--- src/rtl/nano_boot_seq.sv ---
// Boot/run/dump sequencer for NanoCPU: loads a program image into memory from a byte
// stream, runs the CPU for a bounded time, then streams a result window back out.
module nano_boot_seq #(
    parameter int RUN_CYCLES = 150,
    parameter int DUMP_BASE  = 15,
    parameter int DUMP_LEN   = 10
) (
    input  logic        ck,
    input  logic        rst,
    input  logic        start,
    input  logic [7:0]  in_data,
    input  logic        in_valid,
    output logic        in_ready,
    output logic [7:0]  out_data,
    output logic        out_valid,
    input  logic        out_ready,
    input  logic        cpu_halt,
    output logic        cpu_rst,
    input  logic [7:0]  cpu_address,
    input  logic [15:0] cpu_dataW,
    input  logic        cpu_we,
    input  logic        cpu_ce,
    output logic [15:0] cpu_dataR,
    output logic [7:0]  mem_address,
    output logic [15:0] mem_dataW,
    output logic        mem_we,
    output logic        mem_ce,
    input  logic [15:0] mem_dataR,
    output logic        busy,
    output logic        done
);

    localparam logic [15:0] RUN_LAST  = 16'(RUN_CYCLES - 1);
    localparam logic [8:0]  DUMP_LAST = 9'(DUMP_LEN - 1);
    localparam logic [7:0]  BASE8     = 8'(DUMP_BASE);

    typedef enum logic [3:0] {
        S_IDLE, S_LOAD_HDR, S_LOAD_HI, S_LOAD_LO, S_RUN,
        S_DUMP_RD, S_DUMP_HI, S_DUMP_LO, S_DONE
    } state_t;

    state_t      state_q, state_d;
    logic [7:0]  wr_ptr_q, wr_ptr_d;
    logic [7:0]  cnt_q, cnt_d;
    logic [7:0]  hi_q, hi_d;
    logic [15:0] run_cnt_q, run_cnt_d;
    logic [8:0]  idx_q, idx_d;
    logic [15:0] rd_q, rd_d;
    logic        cpu_rst_q;

    always_ff @(posedge ck or negedge rst) begin
        if (!rst) begin
            state_q   <= S_IDLE;
            wr_ptr_q  <= '0;
            cnt_q     <= '0;
            hi_q      <= '0;
            run_cnt_q <= '0;
            idx_q     <= '0;
            rd_q      <= '0;
            cpu_rst_q <= 1'b1;
        end else begin
            state_q   <= state_d;
            wr_ptr_q  <= wr_ptr_d;
            cnt_q     <= cnt_d;
            hi_q      <= hi_d;
            run_cnt_q <= run_cnt_d;
            idx_q     <= idx_d;
            rd_q      <= rd_d;
            // Registered so the CPU leaves reset exactly on the first RUN cycle.
            cpu_rst_q <= (state_d != S_RUN);
        end
    end

    always_comb begin
        state_d     = state_q;
        wr_ptr_d    = wr_ptr_q;
        cnt_d       = cnt_q;
        hi_d        = hi_q;
        run_cnt_d   = '0;
        idx_d       = idx_q;
        rd_d        = rd_q;
        in_ready    = 1'b0;
        out_valid   = 1'b0;
        out_data    = 8'h00;
        mem_address = 8'h00;
        mem_dataW   = 16'h0000;
        mem_we      = 1'b0;
        mem_ce      = 1'b0;

        case (state_q)
            S_IDLE, S_DONE: begin
                if (start) state_d = S_LOAD_HDR;
            end
            S_LOAD_HDR: begin
                in_ready = 1'b1;
                if (in_valid) begin
                    if (in_data == 8'h00) begin
                        state_d = S_RUN;
                    end else begin
                        wr_ptr_d = 8'h00;
                        cnt_d    = in_data;
                        state_d  = S_LOAD_HI;
                    end
                end
            end
            S_LOAD_HI: begin
                in_ready = 1'b1;
                if (in_valid) begin
                    hi_d    = in_data;
                    state_d = S_LOAD_LO;
                end
            end
            S_LOAD_LO: begin
                in_ready = 1'b1;
                if (in_valid) begin
                    mem_we      = 1'b1;
                    mem_ce      = 1'b1;
                    mem_address = wr_ptr_q;
                    mem_dataW   = {hi_q, in_data};
                    wr_ptr_d    = wr_ptr_q + 8'd1;
                    cnt_d       = cnt_q - 8'd1;
                    state_d     = (cnt_q == 8'd1) ? S_RUN : S_LOAD_HI;
                end
            end
            S_RUN: begin
                mem_address = cpu_address;
                mem_dataW   = cpu_dataW;
                mem_we      = cpu_we;
                mem_ce      = cpu_ce;
                run_cnt_d   = run_cnt_q + 16'd1;
                idx_d       = '0;
                if (cpu_halt || run_cnt_q == RUN_LAST)
                    state_d = (DUMP_LEN == 0) ? S_DONE : S_DUMP_RD;
            end
            S_DUMP_RD: begin
                mem_ce      = 1'b1;
                mem_address = BASE8 + idx_q[7:0];
                rd_d        = mem_dataR;
                state_d     = S_DUMP_HI;
            end
            S_DUMP_HI: begin
                out_valid = 1'b1;
                out_data  = rd_q[15:8];
                if (out_ready) state_d = S_DUMP_LO;
            end
            S_DUMP_LO: begin
                out_valid = 1'b1;
                out_data  = rd_q[7:0];
                if (out_ready) begin
                    idx_d   = idx_q + 9'd1;
                    state_d = (idx_q == DUMP_LAST) ? S_DONE : S_DUMP_RD;
                end
            end
            default: state_d = S_IDLE;
        endcase
    end

    assign cpu_rst   = cpu_rst_q;
    assign cpu_dataR = mem_dataR;
    assign busy      = (state_q != S_IDLE) && (state_q != S_DONE);
    assign done      = (state_q == S_DONE);

endmodule
--- config.mk ---
export PLATFORM = sky130hd
export DESIGN_NAME = nano_boot_seq
export DESIGN_NICKNAME = d
export VERILOG_FILES = /design/src/rtl/nano_boot_seq.sv
export SDC_FILE = /design/constraint.sdc
export NUM_CORES = 1
export LEC_CHECK = 0
export BUFFER_PORTS_ARGS = -buffer_cell sky130_fd_sc_hd__buf_2
export CAP_MARGIN = 20
export CORE_MARGIN = 1.5
export CORE_UTILIZATION = 57
export DETAILED_ROUTE_END_ITERATION = 10
export GPL_TIMING_DRIVEN = 0
export PLACE_DENSITY = 0.86
export SLEW_MARGIN = 20
export SYNTH_ARGS = -nofsm -noshare
export SYNTH_HDL_FRONTEND = slang
export SYNTH_SLANG_ARGS = --single-unit
--- constraint.sdc ---
create_clock -name ck -period 4 [get_ports ck]
set_input_delay 0.8 -clock ck [delete_from_list [all_inputs] [get_ports ck]]
set_output_delay 0.8 -clock ck [all_outputs]
set_load 0.01 [all_outputs]
==> run summary <==
## Cells and area
* Nets: 635
* fillers: 502
* P&R area growth vs syn: 22.47%
* share of cells above drive strength 1: 0.3038
* diodes inserted: 0

## STA
* Max Slew Vio Count: 0
* final clock period utilization by the worst path: 0.8174
* clock skew after layout: 13.95 ps
* unrepaired setup endpoints after global routing: false
* number of failing setup endpoints in the final timing report: 0
* final setup margin: 730.5 ps
* min cycle time layout: 3270 ps
* slew margin rel.: 0.5423
* Highest Clock Rate: 0.3059 GHz
* Final Hold Viols: 0
* transition time at the pin with the least slew margin: 680.3 ps
* Setup Total Neg Slack: 0 ps

## Die
* I/O pin cnt: 111
* Core Region: 0.006869 sq mm
* die width: 87.92 um
* DIE HEIGHT: 87.92 um
* starting density of the core: 0.5984
* die area: 0.007729 sq mm
* floorplan row count: 30

## CTS
* number of buffers created by CTS: 9
* clock insertion delay at the later pin of the skew report: 350 ps
* CTS tree: yes
* clock-pin slew reported for the worst setup and hold paths after clock tree synthesis: 80 ps
* root cell of the clock tree: sky130_fd_sc_hd__clkbuf_8
* number of clock sinks: 70
* number of H-tree branching levels: 3
* post-cts resize count: 0
* Post-CTS Repair Setup Buffers: 0
* Max Root-Sink Buffers: 2
* number of buffers inserted by hold repair at cts: 0

## Yosys
* post-synthesis simple-gate area fraction: 0.2454
* fraction of synthesized cell area in xor and xnor cells: 0.06606
* EDFF count, synth: 0
* number of distinct standard cells referenced by the synthesized netlist: 60
* Synth Flop Type: sky130_fd_sc_hd__dfrtp_1
* number of instances in the synthesized netlist: 449
* number of nets in the synthesized netlist: 513
* warning count from the yosys run: 0
* number of register bits inferred by synthesis: 70
* multiplexer area fraction after synthesis: 0.04414
* Post-Synth Adder-Cell Area: 0.02435
* Post-synth ARST share: 1.000
* area fraction in compound gates after synthesis: 0.1251
* Cell Area, Synth: 0.004110 sq mm
* Avg Cell Area, Syn: 9.154 sq um
* dominant combinational cell family by area after synthesis: simple AND/OR/NAND/NOR gates
* register area share after synthesis: 0.4265

## Setup path
* CP Launch Type: flop
* largest fanout on the critical path: 10
* critical path arrival: 2470 ps
* logic depth of the worst register-to-register path: 8
* type of the setup path with the least slack: flop to primary output
* required time at the worst-slack endpoint: 3200 ps
* type of element capturing the critical path: primary output

## Detailed routing
* sum of routed wire segments on met1: 4114 um
* routed wire length: 10110 um
* via/cell ratio: 5.612
* remaining number of nets flagged by the antenna check after routing: 0
* number of design-rule violations left by the first detailed-router iteration: 287
* average wire per standard cell: 15.05 um
* residual DRC count: 0
* via count: 3771
* Met2 Routed Length: 5065 um
* Pre-antenna DRT Iters: 5
* top sig layer: met4
* length of routed met3 wiring: 640 um

## Job
* max-capacitance violation count: 0

## Global routing
* maximum number of pins on one net before global-route repair: 49
* antenna violations before repair: 0
* vias in the first global route: 3567
* final global-route overflow total: 0
* global-route wire length before repair: 16410 um
* total global-route track usage: 0.2723

## Placement
* global placement routability congestion: 0.9230
* number of buffers inserted by port buffering: 110
* DPL Wire Length: 7466 um
* post-placement setup slack: 1142 ps

## Power
* Leak Pwr: 2.473 nW
* P per Cell Area: 553.1 mW/mm^2
* worst vdd ir: 0.2914 mV
* post-layout power: 2.784 mW

## Worst hold path
* Hold Crit Class: input port to asynchronous set/reset pin

## Status
* status: complete, no violations

## report_power, final
| group | switching, mW | total, mW | leakage (nW) | internal (mW) |
|---|---|---|---|---|
| Sequential | 0.138 | 1.04 | 0.871 | 0.900 |
| Clock | 0.271 | 0.637 | 0.108 | 0.366 |
| Combinational | 0.634 | 1.11 | 1.49 | 0.475 |
## worst paths after layout
path                                  from             end  slack, ps
max in group asynchronous              rst        rd_q[15]       3100
worst max-delay path            state_q[3]  mem_address[6]        730
worst min register to register    rd_q[15]        rd_q[15]        480
min in group ck                   rd_q[15]        rd_q[15]        480
worst min-delay path                   rst        cnt_q[7]        340
worst max register to register  state_q[1]     wr_ptr_q[0]       1980
## metal layers
metal | up-vias | GRT usage
met1 | 1800 | 0.3397
met4 | 0 | 0.1169
li1 | 1792 | -
met3 | 23 | 0.05090
met5 | - | 0
met2 | 156 | 0.4629
## cell usage in the layout, fill, tap and decap left out, types with 4 or more instances in the layout
master                     instances
sky130_fd_sc_hd__a22oi_1           6
sky130_fd_sc_hd__buf_4            20
sky130_fd_sc_hd__nand4_1          10
sky130_fd_sc_hd__buf_2           118
sky130_fd_sc_hd__o21ai_0          16
sky130_fd_sc_hd__a21oi_1          13
sky130_fd_sc_hd__nand3_1          13
sky130_fd_sc_hd__a31oi_1           4
sky130_fd_sc_hd__ha_1              8
sky130_fd_sc_hd__nor2_1           50
sky130_fd_sc_hd__clkbuf_1         12
sky130_fd_sc_hd__mux2i_1           8
sky130_fd_sc_hd__clkbuf_8         10
sky130_fd_sc_hd__dfrtp_1          69
sky130_fd_sc_hd__a22o_1           16
sky130_fd_sc_hd__nand2_1          72
sky130_fd_sc_hd__xor2_1           21
sky130_fd_sc_hd__mux2_2            9
sky130_fd_sc_hd__inv_1            13
sky130_fd_sc_hd__and3_1            8
sky130_fd_sc_hd__xnor2_1          10
sky130_fd_sc_hd__nor3_1           10
## kinds of logic (layout without fill, tap and decap cells)
group	Yosys count	after routing
xor+xnor	31	31
compound gates	74	74
buf+inv	53	180
simple gates	196	196
flops	70	70
mux	17	17
fa+ha+maj	8	8
## state kept, by name, summed over array words and instances (netlist names)
register   flops
cpu_rst        1
run_cnt_q     16
wr_ptr_q       8
cnt_q          8
rd_q          16
idx_q          9
state_q        4
hi_q           8
## stage by stage
stage	hold slack (ps)	std cells	util	area, sq um
floorplan	445.0	449	-	4110
global placement	457.2	655	0.6960	4781
detailed placement	461.6	656	0.7004	4811
CTS	344.1	672	0.7328	5034
global route	361.0	672	0.7328	5034
finish	340.6	672	0.7328	5034
## Yosys cell counts (all sizes together), types with 2 or more instances
master   number  share of area
nand4        10          0.015
clkbuf       12          0.011
o211ai        3         0.0055
a221o         3         0.0073
o21ai        16          0.019
ha            8          0.024
xnor2        10          0.021
xor2         21          0.045
nor4          5          0.015
a31oi         4         0.0061
and3          8          0.012
mux2i         8          0.019
nand4b        3         0.0064
or3           3         0.0058
nor2b         2         0.0030
nor3         12          0.019
a22o         17          0.037
a22oi         6          0.011
nor4b         2         0.0079
nand2        72          0.066
buf          28          0.046
a21oi        13          0.016
nand3        13          0.016
inv          13          0.012
and2          3         0.0052
nand4bb       2         0.0067
mux2          9          0.025
dfrtp        69           0.42
nor2         50          0.046
nor3b         2         0.0037
nand2b        2         0.0030
a21o          2         0.0040
## layout make-up
cell class / instances / area (sq um) / share of cell area
clock inverters: 6 / 85.08 / 0.01690
repair buffers: 111 / 580.6 / 0.1153
clock buffers: 10 / 137.6 / 0.02734
plain buffers: 40 / 232.7 / 0.04623
flip-flops and latches: 70 / 1753 / 0.3482
well taps: 96 / 120.1 / 0.02386
multi-input cells: 326 / 2076 / 0.4124
inverters: 13 / 48.80 / 0.009694
## worst max-delay path, cell delays in order, from the launching register on
cell and delay (ps):
sky130_fd_sc_hd__dfrtp_1 410, sky130_fd_sc_hd__buf_2 200, sky130_fd_sc_hd__nor4b_4 510, sky130_fd_sc_hd__clkbuf_1 440, sky130_fd_sc_hd__a22oi_1 200, sky130_fd_sc_hd__o21ai_0 160, sky130_fd_sc_hd__buf_2 190
Note: power is estimated with default switching activity, not from simulation.
